$ cat config.mk
export PLATFORM = sky130hd
export DESIGN_NAME = fft_axi_sample_writer
export DESIGN_NICKNAME = d
export VERILOG_FILES = /design/src/rtl/fft_axi_sample_writer.sv
export SDC_FILE = /design/constraint.sdc
export NUM_CORES = 1
export LEC_CHECK = 0
export ABC_AREA = 1
export BUFFER_PORTS_ARGS = -buffer_cell sky130_fd_sc_hd__buf_2
export CORE_MARGIN = 10
export CORE_UTILIZATION = 40
export DETAILED_ROUTE_END_ITERATION = 10
export SLEW_MARGIN = 20
export SYNTH_ARGS = -nofsm -noshare
export SYNTH_HDL_FRONTEND = slang
export SYNTH_SLANG_ARGS = --single-unit
export TNS_END_PERCENT = 100
$ cat constraint.sdc
create_clock -name clk -period 9 [get_ports clk]
set_input_delay 0.9 -clock clk [delete_from_list [all_inputs] [get_ports clk]]
set_output_delay 0.9 -clock clk [all_outputs]
set_load 0.05 [all_outputs]
$ cat src/rtl/fft_axi_sample_writer.sv
// Streams a frame of 16-bit samples into the FFT sample memory as AXI INCR write bursts,
// with one burst outstanding at a time. FFT_WR_ZERO_PAD_EN: an early s_last zero-pads the whole frame.
module fft_axi_sample_writer #(
  parameter logic [11:0] BASE_ADDR = 12'h000,
  parameter int          MAX_BURST = 16,
  parameter logic [1:0]  WR_ID     = 2'b00
) (
  input  logic        clk,
  input  logic        Reset,
  input  logic [15:0] s_data,
  input  logic        s_valid,
  output logic        s_ready,
  input  logic        s_last,
  input  logic [11:0] frame_len,
  output logic [11:0] AWADDR,
  output logic [7:0]  AWLEN,
  output logic [2:0]  AWSIZE,
  output logic [1:0]  AWBURST,
  output logic [1:0]  AWID,
  output logic        AWVALID,
  input  logic        AWREADY,
  output logic [15:0] WDATA,
  output logic [1:0]  WSTRB,
  output logic        WVALID,
  output logic        WLAST,
  input  logic        WREADY,
  input  logic        BVALID,
  input  logic [1:0]  BID,
  output logic        BREADY,
  output logic        busy,
  output logic        frame_done,
  output logic        cfg_err,
  output logic        len_err,
  output logic        bid_err
);

  typedef enum logic [2:0] {S_IDLE, S_ADDR, S_DATA, S_RESP, S_DONE} state_t;

  localparam logic [8:0] MAXB = 9'(MAX_BURST);

  state_t      state_q, state_d;
  logic [11:0] len_q, len_d, sent_q, sent_d;
  logic [8:0]  loaded_q, loaded_d;
  logic [15:0] wdata_q, wdata_d;
  logic        pad_q, pad_d, wvalid_q, wvalid_d, wlast_q, wlast_d;
  logic        len_err_q, len_err_d, bid_err_q, bid_err_d;

  logic        frame_ok, w_slot, room, take, s_fire, pad_fire, early, missing, last_w, stop_early;
  logic [11:0] remaining, idx, burst_end;
  logic [8:0]  burst_len, awlen_full;

  assign frame_ok  = (frame_len != 12'd0) && (frame_len <= 12'd2048);
  assign remaining = len_q - sent_q;
  assign burst_len = (remaining > {3'b000, MAXB}) ? MAXB : remaining[8:0];
  assign burst_end = sent_q + {3'b000, burst_len};
  assign w_slot    = !wvalid_q || WREADY;
  assign room      = loaded_q < burst_len;
  assign take      = (state_q == S_DATA) && w_slot && room;
  assign s_fire    = s_valid && s_ready;
  assign pad_fire  = take && pad_q;
  assign idx       = sent_q + {3'b000, loaded_q};
  assign early     = s_last && ((idx + 12'd1) < len_q);
  assign missing   = !s_last && ((idx + 12'd1) == len_q);
  assign last_w    = wvalid_q && WREADY && wlast_q;

`ifdef FFT_WR_ZERO_PAD_EN
  assign stop_early = 1'b0;   // padding keeps issuing bursts until frame_len beats are written
`else
  assign stop_early = pad_q;
`endif

  always_ff @(posedge clk or posedge Reset) begin
    if (Reset) state_q <= S_IDLE;
    else       state_q <= state_d;
  end

  always_comb begin
    state_d = state_q;
    case (state_q)
      S_IDLE:  if (s_valid && frame_ok) state_d = S_ADDR;
      S_ADDR:  if (AWREADY) state_d = S_DATA;
      S_DATA:  if (last_w) state_d = S_RESP;
      S_RESP:  if (BVALID) state_d = (burst_end >= len_q || stop_early) ? S_DONE : S_ADDR;
      S_DONE:  state_d = S_IDLE;
      default: state_d = S_IDLE;
    endcase
  end

  always_comb begin
    awlen_full = burst_len - 9'd1;
    AWVALID    = (state_q == S_ADDR);
    AWADDR     = AWVALID ? BASE_ADDR + (sent_q << 1) : 12'h000;
    AWLEN      = AWVALID ? awlen_full[7:0] : 8'h00;
    s_ready    = take && !pad_q;
    BREADY     = (state_q == S_RESP);
    busy       = (state_q == S_ADDR) || (state_q == S_DATA) || (state_q == S_RESP);
    frame_done = (state_q == S_DONE);
    cfg_err    = (state_q == S_IDLE) && !frame_ok;
  end

  always_comb begin
    len_d     = len_q;
    sent_d    = sent_q;
    loaded_d  = loaded_q;
    pad_d     = pad_q;
    wvalid_d  = wvalid_q;
    wlast_d   = wlast_q;
    wdata_d   = wdata_q;
    bid_err_d = bid_err_q;
    len_err_d = s_fire && (early || missing);
    if (state_q == S_IDLE && s_valid && frame_ok) begin
      len_d     = frame_len;
      sent_d    = 12'd0;
      pad_d     = 1'b0;
      bid_err_d = 1'b0;
    end
    if (state_q == S_ADDR) loaded_d = 9'd0;
    // W stage reloads in the same cycle its current beat drains
    if (s_fire || pad_fire) begin
      wvalid_d = 1'b1;
      wdata_d  = s_fire ? s_data : 16'h0000;
      wlast_d  = (loaded_q + 9'd1 == burst_len);
      loaded_d = loaded_q + 9'd1;
    end else if (wvalid_q && WREADY) begin
      wvalid_d = 1'b0;
      wlast_d  = 1'b0;
    end
    if (s_fire && early) pad_d = 1'b1;
    if (state_q == S_RESP && BVALID) begin
      sent_d = burst_end;
      if (BID != WR_ID) bid_err_d = 1'b1;
    end
  end

  always_ff @(posedge clk or posedge Reset) begin
    if (Reset) begin
      len_q     <= 12'd0;
      sent_q    <= 12'd0;
      loaded_q  <= 9'd0;
      pad_q     <= 1'b0;
      wvalid_q  <= 1'b0;
      wlast_q   <= 1'b0;
      wdata_q   <= 16'h0000;
      len_err_q <= 1'b0;
      bid_err_q <= 1'b0;
    end else begin
      len_q     <= len_d;
      sent_q    <= sent_d;
      loaded_q  <= loaded_d;
      pad_q     <= pad_d;
      wvalid_q  <= wvalid_d;
      wlast_q   <= wlast_d;
      wdata_q   <= wdata_d;
      len_err_q <= len_err_d;
      bid_err_q <= bid_err_d;
    end
  end

  assign AWSIZE  = 3'b001;
  assign AWBURST = 2'b01;
  assign AWID    = WR_ID;
  assign WSTRB   = 2'b11;
  assign WDATA   = wdata_q;
  assign WVALID  = wvalid_q;
  assign WLAST   = wlast_q;
  assign len_err = len_err_q;
  assign bid_err = bid_err_q;

endmodule

==> parameters.txt <==
Parameter                              Value

Outcome
  Outcome    finished clean

Layout
  Share of final-layout standard cells stronger than drive strength 1    15.4%
  Area growth syn-to-layout    17.4%
  Area of the multi-input gates    3230 sq um
  Number of antenna repair diodes    0
  Final layout net count    911
  Area used by sequential logic in the layout    1430 sq um
  Final-layout fill cell count    1,313

STA
  Total setup violations reported at the end of the flow    0
  PnR worst setup slack    3880 ps
  Crit path time final    5120 ps
  Setup repair after global routing missed its margin    false
  Part of the cycle the worst path needs    56.9%
  Final clock skew    8.47 ps
  Final Hold Vio Count    0
  Relative slew margins    49.2%
  Setup Total Neg Slack    0 ps
  Worst slew pin tran    762 ps
  Achievable Freq    195 MHz
  Slew Limit Fails    0

Clock tree
  Worst skew pair latency    330 ps
  TritonCTS clock tree    yes
  CTS H-tree lvls    3
  Clock transition at the registers of the reported paths    60 ps
  Total clock sinks    57
  Hold bufs inserted after CTS    0
  Number of buffers added by the clock tree synthesis step    9
  Post-CTS setup repair buffer count    0
  Clock root cell    clkbuf_16
  Clock tree buffer depth    2
  Number of gates resized after CTS    0

Routing
  Via-to-Cell Ratio    5.06
  Iter 0 DRT Violations    298
  Detailed-route via count    4,981
  Detailed Routing Iterations Pass 1    4
  Residual DRC count    0
  Remaining antenna violation count after routing    0
  WL/cell    15.3 microns
  Detailed Route WL    15,100 microns

Setup path
  List of cells traversed by the critical path    inv_1 > ha_1 > fa_1 > inv_1 > nand2_1 > nand2_1 > nand3_1 > nand2_1 > nand2_1 > nand2_1 > nand2_1 > inv_1 > nand3_2 > nor2_8 > nand2_2 > inv_1 > ha_1 > a21oi_1 > o21ai_0 > nand2_1 > o2111ai_1 > nor4_4 > buf_4 > buf_2
  Category of the worst setup path launch point    flop
  Data required time of the critical path    8100 ps
  Cell type with the highest occurrence count on the critical path    nand2_1
  Slowest cell on crit path    dfrtp_1
  Critical path launch point    len_q[0]$_DFFE_PP0P_
  Arrival time reported for the critical path endpoint    4220 ps
  Delay-heaviest family, CP    simple AND/OR/NAND/NOR gates
  Crit path buffers/inverters    6
  Slowest stage delay, CP    400 ps
  Crit path capture type    output pin
  Worst R2R Start    len_q[0]$_DFFE_PP0P_
  Worst-path maximum fanout    19
  Critical path type    flop to output pin

Floorplanning
  Initial Util    41.0%
  Row count    41
  Core region area    12,700 sq um
  Die Wd    134 microns
  Die Height    134 microns
  Area of the die    17,900 sq um
  I/O Pins    92

Power
  Fraction of power consumed by the clock network    14.8%
  Register share of total power    17.9%
  Switching power share of the total    55.0%
  Total leakage power    3.40 nW
  Net Switching    1.38 mW
  Power per standard cell area    411 nW/um^2
  Maximum VDD drop    0.184 mV
  Internal portion of total power    1.13 mW
  Comb pwr share    67.3%

Logic synthesis
  Area contributors post-synth    dfrtp_1 27%, ha_1 15%, nand2_1 11%
  Mean cell area of the mapped netlist    7.24 sq um
  Netlist area before placement    5200 sq um
  Area share of the largest cell type after synthesis    27.5%
  Number of synthesized register bits    57
  Number of instances in the synthesized netlist    718
  Portion of the post-synthesis area used by sequential elements    27.5%
  Distinct cells, synth    47
  Cell type with the largest total area after synthesis    dfrtp_1
  Yosys warns    0

Placed design
  Final RePlAce weighted congestion    0.936
  Dpl ws    4180 ps
  Hpwl dp    12,300 microns
  Port bufs    81

Global routing
  Overall overflow remaining after global route    0
  Number of antenna violations at the first check in global routing    1
  GRT Resource Usage Total    16.9%
  Number of global-route vias before repair    4,948
  Global-route wire length before repair    25,000 microns
  Maximum number of pins on one net before global-route repair    58

Worst hold path
  Worst Min Path Start    bid_err$_DFF_PP0_
  Type of the tightest min-delay check    flop to flop

Flow run
  Max-cap viol count    0
==> worst register-to-register path: cells and delay by family, from the launching register on <==
family | cells | cell delay (ps)
and+or+nand+nor | 20 | 1830
AOI/OAI and AO/OA | 6 | 990
DFF | 1 | 400
adders and majority gates | 4 | 1160
buffers and inverters | 5 | 410
==> placed cells by master, fill, tap and decap left out, types with 2 or more instances in the layout <==
cell	synthesis	final
a21o_1	2	2
clkinvlp_4	0	2
nand3_2	3	3
buf_2	4	81
fa_1	3	3
inv_2	2	3
xnor2_1	5	5
o21ai_1	2	2
o21ai_0	41	40
and2_1	5	5
nand2_2	6	6
conb_1	2	18
nor2_1	50	50
bufinv_16	0	2
clkinv_2	0	2
nor2_2	3	3
a21oi_1	33	33
nand3_1	42	42
nand2_1	158	158
a211oi_1	3	3
nand4_1	10	10
a32o_1	16	16
xor2_1	19	19
dfrtp_1	57	57
nand3b_1	4	4
buf_4	11	4
nor3_1	12	12
nor4_1	4	4
ha_1	63	63
inv_1	123	122
o22ai_1	10	10
clkbuf_16	0	9
==> logic make-up after synthesis <==
family,after synthesis,share of synthesized area (%)
other,2,0.145
buffers and inverters,148,11.6
adders and majority gates,66,16.3
AOI/OAI and AO/OA,116,13.7
DFF,57,27.5
xor gates and xnor gates,25,4.36
and+or+nand+nor,304,26.4
==> layout make-up <==
class	instances	share of cell area, %
well taps	172	3.53
flip-flops and latches	57	23.4
clock buffers	9	3.69
inverters	126	7.75
repair buffers	85	7.14
multi-input cells	529	53.0
clock inverters	7	1.54
==> cells in the mapped netlist, drive strengths merged <==
| cell | count |
|---|---|
| a31o | 1 |
| ha | 63 |
| o211ai | 1 |
| nor3 | 13 |
| a21oi | 33 |
| nor2 | 55 |
| a211oi | 3 |
| o22ai | 10 |
| nor4 | 5 |
| buf | 15 |
| fa | 3 |
| or2 | 2 |
| clkbuf | 7 |
| dfrtp | 57 |
| o221ai | 1 |
| xnor2 | 5 |
| and2 | 5 |
| nand2 | 164 |
| inv | 125 |
| nand3 | 45 |
| a21boi | 1 |
| o31ai | 1 |
| conb | 2 |
| xor2 | 20 |
| a22oi | 1 |
| a21o | 2 |
| clkinv | 1 |
| nand4 | 11 |
| a32o | 16 |
| o21a | 1 |
| o21ai | 43 |
| nand3b | 4 |
| o21bai | 1 |
| o2111ai | 1 |
==> flip-flops by register name (all words and copies together) (netlist names) <==
| name | count |
|---|---|
| len_q | 12 |
| bid_err | 1 |
| sent_q | 12 |
| WDATA | 16 |
| WLAST | 1 |
| state_q | 3 |
| len_err | 1 |
| pad_q | 1 |
| loaded_q | 9 |
| WVALID | 1 |
==> power by group through the flow <==
stage | Combinational (mW) | Clock (mW) | Sequential [mW]
detailed placement | 1.68 | 0 | 0.453
global route | 1.90 | 0.387 | 0.463
floorplan | 1.16 | 0 | 0.562
global placement | 1.66 | 0 | 0.448
finish | 1.69 | 0.370 | 0.449
CTS | 1.69 | 0.375 | 0.449
==> through the flow <==
| stage | instances | instance area (sq um) | total power, mW | hold WS (ps) | util (%) |
|---|---|---|---|---|---|
| floorplan | 734 | 5260 | 1.72 | 481 | - |
| global placement | 969 | 5780 | 2.11 | 461 | 45.6 |
| detailed placement | 969 | 5780 | 2.13 | 470 | 45.6 |
| CTS | 985 | 6100 | 2.51 | 483 | 48.1 |
| global route | 985 | 6100 | 2.75 | 497 | 48.1 |
| finish | 985 | 6100 | 2.51 | 479 | 48.1 |
==> layer usage <==
layer / GRT usage, % / up-vias / part of all wire, %
met3: 3.96 / 11 / 6.0
met5: 0 / - / 0.046
li1: - / 2514 / -
met4: 3.69 / 2 / 0.85
met1: 21.7 / 2335 / 46
met2: 28.1 / 119 / 47
==> final timing paths <==
check / end / slack, ps / cells after the start
min in group asynchronous: len_q[10]$_DFFE_PP0P_ / 780 / 3
worst max register to register: state_q[0]$_DFFE_PP0P_ / 4090 / 35
worst min-delay path: bid_err$_DFF_PP0_ / 480 / 2
max in group asynchronous: WVALID$_DFFE_PP0P_ / 7720 / 3
worst max-delay path: s_ready / 3880 / 24
worst min register to register: bid_err$_DFF_PP0_ / 480 / 2
Note: power is estimated with default switching activity, not from simulation.
